File: src/rtl/rx_fir_pkg.sv
// Shared constants and round/saturate arithmetic for rx_fir post-processing stages.
package rx_fir_pkg;

  localparam logic CHAN_A = 1'b1;
  localparam logic CHAN_B = 1'b0;

  localparam int RX_DIN_W  = 18;
  localparam int RX_DOUT_W = 16;

  typedef struct packed {
    logic        ovf;
    logic [31:0] val;
  } rnd_sat_t;

  // Round half up by dropping 'shift' LSBs, then clamp to signed 'dout_w' bits.
  function automatic rnd_sat_t round_sat(input logic signed [31:0] x, input int shift,
                                         input int dout_w);
    logic signed [32:0] r;
    logic signed [32:0] max_v;
    logic signed [32:0] min_v;
    rnd_sat_t           res;
    if (shift > 0) r = (33'(x) + (33'sd1 <<< (shift - 1))) >>> shift;
    else           r = 33'(x);
    max_v   = (33'sd1 <<< (dout_w - 1)) - 33'sd1;
    min_v   = -(33'sd1 <<< (dout_w - 1));
    res.ovf = 1'b0;
    res.val = r[31:0];
    if (r > max_v) begin
      res.ovf = 1'b1;
      res.val = max_v[31:0];
    end else if (r < min_v) begin
      res.ovf = 1'b1;
      res.val = min_v[31:0];
    end
    return res;
  endfunction

endpackage

File: src/rtl/rx_post_fifo.sv
// First-word-fall-through FIFO; accepts a push while full when a pop happens in the same cycle.
module rx_post_fifo #(
  parameter int W     = 17,
  parameter int DEPTH = 8
) (
  input  logic         clk,
  input  logic         rst,
  input  logic         push,
  input  logic [W-1:0] push_dat,
  input  logic         pop,
  output logic [W-1:0] pop_dat,
  output logic         full,
  output logic         empty
);

  localparam int AW = $clog2(DEPTH);

  logic [W-1:0]  mem [DEPTH];
  logic [AW-1:0] wr_ptr;
  logic [AW-1:0] rd_ptr;
  logic [AW:0]   count;
  logic          do_push;
  logic          do_pop;

  assign full    = (count == (AW+1)'(DEPTH));
  assign empty   = (count == '0);
  assign do_pop  = pop && !empty;
  assign do_push = push && (!full || do_pop);
  // Head reads as zero when empty so the outputs are clean straight out of reset.
  assign pop_dat = empty ? '0 : mem[rd_ptr];

  always_ff @(posedge clk) begin
    if (do_push) mem[wr_ptr] <= push_dat;
  end

  always_ff @(posedge clk or posedge rst) begin
    if (rst) begin
      wr_ptr <= '0;
      rd_ptr <= '0;
      count  <= '0;
    end else begin
      if (do_push) wr_ptr <= wr_ptr + AW'(1);
      if (do_pop)  rd_ptr <= rd_ptr + AW'(1);
      case ({do_push, do_pop})
        2'b10:   count <= count + (AW+1)'(1);
        2'b01:   count <= count - (AW+1)'(1);
        default: ;
      endcase
    end
  end

endmodule

File: src/rtl/rx_fir_post.sv
// rx_fir post stage: round/saturate, per-channel decimation, FIFO to a valid/ready consumer.
// Optional saturation counter output ovf_cnt when RX_POST_OVF_CNT_EN is defined.
module rx_fir_post
  import rx_fir_pkg::*;
#(
  parameter int DIN_W      = RX_DIN_W,
  parameter int DOUT_W     = RX_DOUT_W,
  parameter int SHIFT      = 1,
  parameter int DEC        = 4,
  parameter int FIFO_DEPTH = 8
) (
  input  logic              clk,
  input  logic              rst,
  input  logic              rdy,
  input  logic [DIN_W-1:0]  din,
  input  logic              chan_in,
  output logic              m_valid,
  input  logic              m_ready,
  output logic [DOUT_W-1:0] m_data,
  output logic              m_chan,
  output logic              ovf,
  output logic              drop
`ifdef RX_POST_OVF_CNT_EN
  ,
  output logic [15:0]       ovf_cnt
`endif
);

  logic              p1_v;
  logic              p1_chan;
  logic [DIN_W-1:0]  p1_dat;
  logic              p2_v;
  logic              p2_chan;
  logic [DOUT_W-1:0] p2_dat;
  rnd_sat_t          rs;
  logic [4:0]        dcnt_a;
  logic [4:0]        dcnt_b;
  logic              keep;
  logic              full;
  logic              empty;
  logic              pop;
  logic              push;
  logic [DOUT_W:0]   head;

  assign rs = round_sat(32'($signed(p1_dat)), SHIFT, DOUT_W);
  wire unused_rs = ^rs.val[31:DOUT_W];

  always_ff @(posedge clk or posedge rst) begin
    if (rst) begin
      p1_v    <= 1'b0;
      p1_chan <= 1'b0;
      p1_dat  <= '0;
      p2_v    <= 1'b0;
      p2_chan <= 1'b0;
      p2_dat  <= '0;
      ovf     <= 1'b0;
    end else begin
      p1_v <= rdy;
      if (rdy) begin
        p1_chan <= chan_in;
        p1_dat  <= din;
      end
      p2_v <= p1_v;
      if (p1_v) begin
        p2_chan <= p1_chan;
        p2_dat  <= rs.val[DOUT_W-1:0];
      end
      ovf <= p1_v && rs.ovf;
    end
  end

  // A sample survives when its channel counter is at zero before advancing.
  assign keep = p2_v && ((p2_chan == CHAN_A) ? (dcnt_a == '0) : (dcnt_b == '0));
  assign pop  = m_valid && m_ready;
  assign push = keep && (!full || pop);

  always_ff @(posedge clk or posedge rst) begin
    if (rst) begin
      dcnt_a <= '0;
      dcnt_b <= '0;
      drop   <= 1'b0;
    end else begin
      if (p2_v && p2_chan == CHAN_A) dcnt_a <= (dcnt_a == 5'(DEC - 1)) ? '0 : dcnt_a + 5'd1;
      if (p2_v && p2_chan != CHAN_A) dcnt_b <= (dcnt_b == 5'(DEC - 1)) ? '0 : dcnt_b + 5'd1;
      drop <= keep && full && !pop;
    end
  end

  rx_post_fifo #(
    .W     (DOUT_W + 1),
    .DEPTH (FIFO_DEPTH)
  ) u_fifo (
    .clk      (clk),
    .rst      (rst),
    .push     (push),
    .push_dat ({p2_chan, p2_dat}),
    .pop      (pop),
    .pop_dat  (head),
    .full     (full),
    .empty    (empty)
  );

  assign m_valid = !empty;
  assign m_chan  = head[DOUT_W];
  assign m_data  = head[DOUT_W-1:0];

`ifdef RX_POST_OVF_CNT_EN
  always_ff @(posedge clk or posedge rst) begin
    if (rst) ovf_cnt <= '0;
    else if (ovf && ovf_cnt != 16'hFFFF) ovf_cnt <= ovf_cnt + 16'd1;
  end
`endif

endmodule

File: config.mk
export PLATFORM = sky130hd
export DESIGN_NAME = rx_fir_post
export DESIGN_NICKNAME = d
export VERILOG_FILES = /design/src/rtl/rx_fir_pkg.sv /design/src/rtl/rx_post_fifo.sv /design/src/rtl/rx_fir_post.sv
export SDC_FILE = /design/constraint.sdc
export NUM_CORES = 1
export LEC_CHECK = 0
export ABC_AREA = 1
export BUFFER_PORTS_ARGS = -buffer_cell sky130_fd_sc_hd__buf_2
export CAP_MARGIN = 20
export CELL_PAD_IN_SITES_DETAIL_PLACEMENT = 0
export CELL_PAD_IN_SITES_GLOBAL_PLACEMENT = 1
export CORE_ASPECT_RATIO = 0.8
export CORE_MARGIN = 2
export CORE_UTILIZATION = 49
export CTS_CLUSTER_DIAMETER = 80
export CTS_CLUSTER_SIZE = 16
export DETAILED_ROUTE_END_ITERATION = 10
export GPL_ROUTABILITY_DRIVEN = 0
export PLACE_DENSITY_LB_ADDON = 0.1
export SLEW_MARGIN = 40
export SYNTH_ARGS = -nofsm -noshare
export SYNTH_HDL_FRONTEND = slang
export SYNTH_SLANG_ARGS = --single-unit
File: constraint.sdc
create_clock -name clk -period 3.9 [get_ports clk]
set_input_delay 0 -clock clk [delete_from_list [all_inputs] [get_ports clk]]
set_output_delay 0 -clock clk [all_outputs]
set_load 0.02 [all_outputs]
==> results.txt <==
----------------------------------------------------
[Run status]
  Outcome ... finished clean

[Placed design]
  Half-perimeter wire length after detailed placement ... 10,100 um
  PortBufs ... 42

[Floorplanning]
  Die Ht ... 121 um
  Initial core utilization ... 50.5%
  Total Die Area ... 18,300 um^2
  Cell Rows ... 42
  Core ar. ... 16,700 um^2
  Die width ... 151 um
  I/O pin total ... 43

[Synthesis]
  Synthesis warning total ... 0
  Xor/xnor share of the synthesized area ... 2.60%
  Post-synthesis mux area share ... 1.47%
  Number of distinct library cells after synthesis ... 34
  Dominant combinational cell family by area after synthesis ... simple AND/OR/NAND/NOR gates
  Post-synthesis sequential element count ... 196
  Avg Synthesized Cell Area ... 11.2 um^2
  Sequential fraction of the synthesis area ... 66.2%
  Number of standard cells after synthesis ... 754
  Fraction of the mapped netlist area in compound gates ... 8.12%
  Adder and majority gate portion of the synthesized area ... 1.72%
  Fraction of the mapped netlist area in simple logic gates ... 16.0%
  Synthesized netlist net count ... 788
  Synthesized cell area ... 8430 um^2

[Global routing]
  Global-route wire length before repair ... 26,600 um
  Number of global-route vias before repair ... 5,335
  Total gr overflow ... 0
  GRT Total Usage ... 19.3%
  Number of antenna violations at the first check in global routing ... 0
  Pin count of the biggest net entering global routing ... 71

[Timing]
  Post-route fraction of the period consumed by the critical path ... 74.5%
  Number of max-slew violations in the final report ... 0
  Worst Skew ... 0.00930 ns
  Worst-case headroom to the max-slew limit ... 50.5%
  Final number of hold-violating endpoints ... 0
  Highest achievable clock rate ... 0.344 GHz
  RSZ-0062 raised after global routing ... no
  Worst slew pin tran ... 0.742 ns
  Final setup violating endpoints ... 0
  Sum Neg Setup Slack ... 0 ns
  Fin crit period ... 2.91 ns

[Clocking]
  Clk Tree Root Cell ... sky130_fd_sc_hd__clkbuf_16
  Number of buffers added by the clock tree synthesis step ... 17
  Clock tree from TritonCTS ... built
  Clock sink count ... 196
  Resized Gates After CTS ... 0
  Clock Pin Slew Worst Setup and Hold Paths ... 0.07 ns
  Largest buffer count on any clock path ... 2
  Later-pin clock latency in the skew report ... 0.42 ns
  # Post-CTS Setup Buffers ... 0
  Maximum level of the CTS H-tree ... 4

[Pwr]
  Final Total Pwr ... 6.45 mW
  Pwr dens ... 666 nW/um^2
  Switching Share ... 35.6%
  Static leakage power ... 3.83 nW
  Worst supply voltage drop on vdd ... 0.346 mV
  Sequential cell fraction of total power ... 41.6%
  Internal Power ... 4.15 mW
  Clock power frac ... 25.8%
  Combinational fraction of design power ... 32.6%
  Switching power total ... 2.29 mW

[Worst setup path]
  Biggest fanout along the worst timing path ... 19
  Category of the worst setup path capture point ... flop
  Internal reg-to-reg setup slack ... 0.99 ns
  Critical-path cell with the highest stage delay ... sky130_fd_sc_hd__dfrtp_1
  Crit Path Class ... reg2reg
  Critical path launch point type ... flop
  Cell seen most often among critical-path stages ... sky130_fd_sc_hd__nand2_1
  Critical path data required time ... 4.19 ns
  Ordered list of cells on the worst path ... nor2_1, nand3_2, nand2_1, nand4_1, nand2_1, ha_1, ha_1, a21oi_1, nand2_1, a21oi_1, o21ai_0, xor2_1
  Number of cells on the worst reg-to-reg path ... 12
  Worst reg2reg startpoint ... u_fifo.count[0]
  Data arrival at the endpoint of the critical path ... 3.20 ns
  Largest incremental delay on the critical path ... 0.42 ns
  Worst reg2reg path endpoint ... u_fifo.count[3]

[Drt]
  Detail Route Antenna Nets ... 0
  Drt total wl ... 16,300 um
  Number of iterations in the first detailed-routing pass ... 4
  DR iter-0 viols ... 299
  Detailed route wirelength on metal3 ... 479 um
  Post-DR vias/cell ... 5.11
  Vias ... 5,366
  Per-cell routed wire length ... 15.5 um
  Detailed route wirelength on metal2 ... 8000 um
  Post-detailed-route DRC marker count ... 0
  Highest metal layer used by the detailed router ... met4
  Routed metal-1 wirelength ... 7630 um

[Finish]
  Number of diodes ... 0
  Final nets ... 852
  Fraction of final layout cells with drive strength greater than 1 ... 14.8%
  Growth of design area from synthesis to finish ... 14.7%

[Min path]
  Terminating pin of the worst hold path ... p1_dat[4]
  Startpoint of the most critical hold path ... din[4]
  Depth of the worst hold-timing path ... 4
  Path category of the worst min-delay check ... in2reg

[Flow run]
  Number of max-capacitance violations reported ... 0

----------------------------------------------------
cells in the mapped netlist (all sizes together):
cell | number | area (um^2)
nor2 | 163 | 642
edfxtp | 136 | 4080
nand2 | 134 | 558
o21ai | 70 | 350
dfrtp | 60 | 1500
inv | 42 | 158
o32ai | 34 | 298
clkbuf | 23 | 86.3
xor2 | 23 | 201
nand3 | 17 | 90.1
mux2 | 11 | 124
buf | 10 | 70.1
ha | 10 | 125
a21oi | 5 | 28.8
nor3 | 5 | 30.0
clkinv | 2 | 7.51
nand4 | 2 | 12.5
xnor2 | 2 | 17.5
fa | 1 | 20.0
nand3b | 1 | 7.51
nor4 | 1 | 6.26
o31ai | 1 | 7.51
or2 | 1 | 6.26
through the flow:
stage | cells | hold WS [ns] | cell area [um^2] | setup WS, ns | utilization, %
final | 1051 | 0.312 | 9670 | 0.993 | 57.9
after detailed placement | 997 | 0.212 | 8890 | 0.988 | 53.2
after CTS | 1051 | 0.296 | 9670 | 0.970 | 57.9
after floorplan | 754 | 0.0314 | 8430 | 0.922 | -
after global placement | 997 | 0.205 | 8890 | 1.15 | 53.2
after global routing | 1051 | 0.314 | 9670 | 0.711 | 57.9
cells in the final DEF, fill, tap and decap left out, types with 7 or more instances in the layout:
cell type	synthesis	layout
sky130_fd_sc_hd__nor2_1	159	159
sky130_fd_sc_hd__edfxtp_1	136	136
sky130_fd_sc_hd__nand2_1	118	118
sky130_fd_sc_hd__o21ai_0	63	63
sky130_fd_sc_hd__dfrtp_1	60	59
sky130_fd_sc_hd__buf_2	4	42
sky130_fd_sc_hd__inv_1	42	41
sky130_fd_sc_hd__o32ai_1	34	34
sky130_fd_sc_hd__xor2_1	23	23
sky130_fd_sc_hd__dlygate4sd3_1	0	22
sky130_fd_sc_hd__clkbuf_16	0	17
sky130_fd_sc_hd__nand3_1	16	16
sky130_fd_sc_hd__nand2_2	13	13
sky130_fd_sc_hd__buf_4	1	13
sky130_fd_sc_hd__mux2_2	11	11
sky130_fd_sc_hd__ha_1	10	10
sky130_fd_sc_hd__o21ai_1	7	7
state kept, by name (all words and copies together), names as in the netlist, 3 cells and up:
name and cells:
u_fifo.rd_ptr 3, p1_dat 18, u_fifo.count 4, dcnt_a 5
p2_dat 16, dcnt_b 5, u_fifo.wr_ptr 3, u_fifo.mem 136
layer usage:
metal | up-vias | global-route usage, %
met5 | - | 0
met4 | 0 | 5.32
met3 | 12 | 4.51
met2 | 77 | 32.9
met1 | 2570 | 24.9
li1 | 2707 | -
power groups by stage:
stage	Clock [mW]	Sequential, mW	Combinational, mW
6_report	1.66	2.68	2.10
5_1_grt	1.78	2.71	2.35
4_1_cts	1.70	2.68	2.14
3_5_place_dp	0	2.72	2.11
3_3_place_gp	0	2.70	2.05
2_1_floorplan	0	2.67	1.54
worst max path at each step:
| stage | from | end | slack (ns) | cells after the start |
|---|---|---|---|---|
| after floorplan | dcnt_b[0] | u_fifo.mem[4][0] | 0.92 | 7 |
| after global placement | u_fifo.count[0] | u_fifo.count[3] | 1.15 | 12 |
| after detailed placement | u_fifo.count[0] | u_fifo.count[3] | 0.99 | 12 |
| after CTS | u_fifo.count[0] | u_fifo.count[3] | 0.97 | 12 |
| after global routing | u_fifo.count[0] | u_fifo.count[3] | 0.71 | 12 |
| final | u_fifo.count[0] | u_fifo.count[3] | 0.99 | 12 |
worst max-delay path, delay by kind of cell (launching register included):
family	cells	cell delay, ns
xor+xnor	1	0.17
flops	1	0.42
compound gates	3	0.42
fa+ha+maj	2	0.56
simple gates	6	1.20
final cells by class:
class                      instances  area [um^2]
tap                              220          275
multi-input combinational        481         2530
clock buffer                      20          437
clock inverter                    12          128
fill                            1428         7040
timing repair buffer              78          548
sequential                       196         5590
inverter                          44          165
repair_timing:
item	in CTS	in global routing
hold buffers	22	0
endpoints found under the setup margin	0	0
hold endpoints to repair	83	0
cell families after synthesis:
| group | after synthesis |
|---|---|
| adder cells (fa/ha/maj) | 11 |
| AO/OA/AOI/OAI | 110 |
| XOR/XNOR | 25 |
| flip-flops | 196 |
| multiplexers | 11 |
| buffers and inverters | 77 |
| AND/OR/NAND/NOR | 324 |
(Power assumes the default switching activity.)
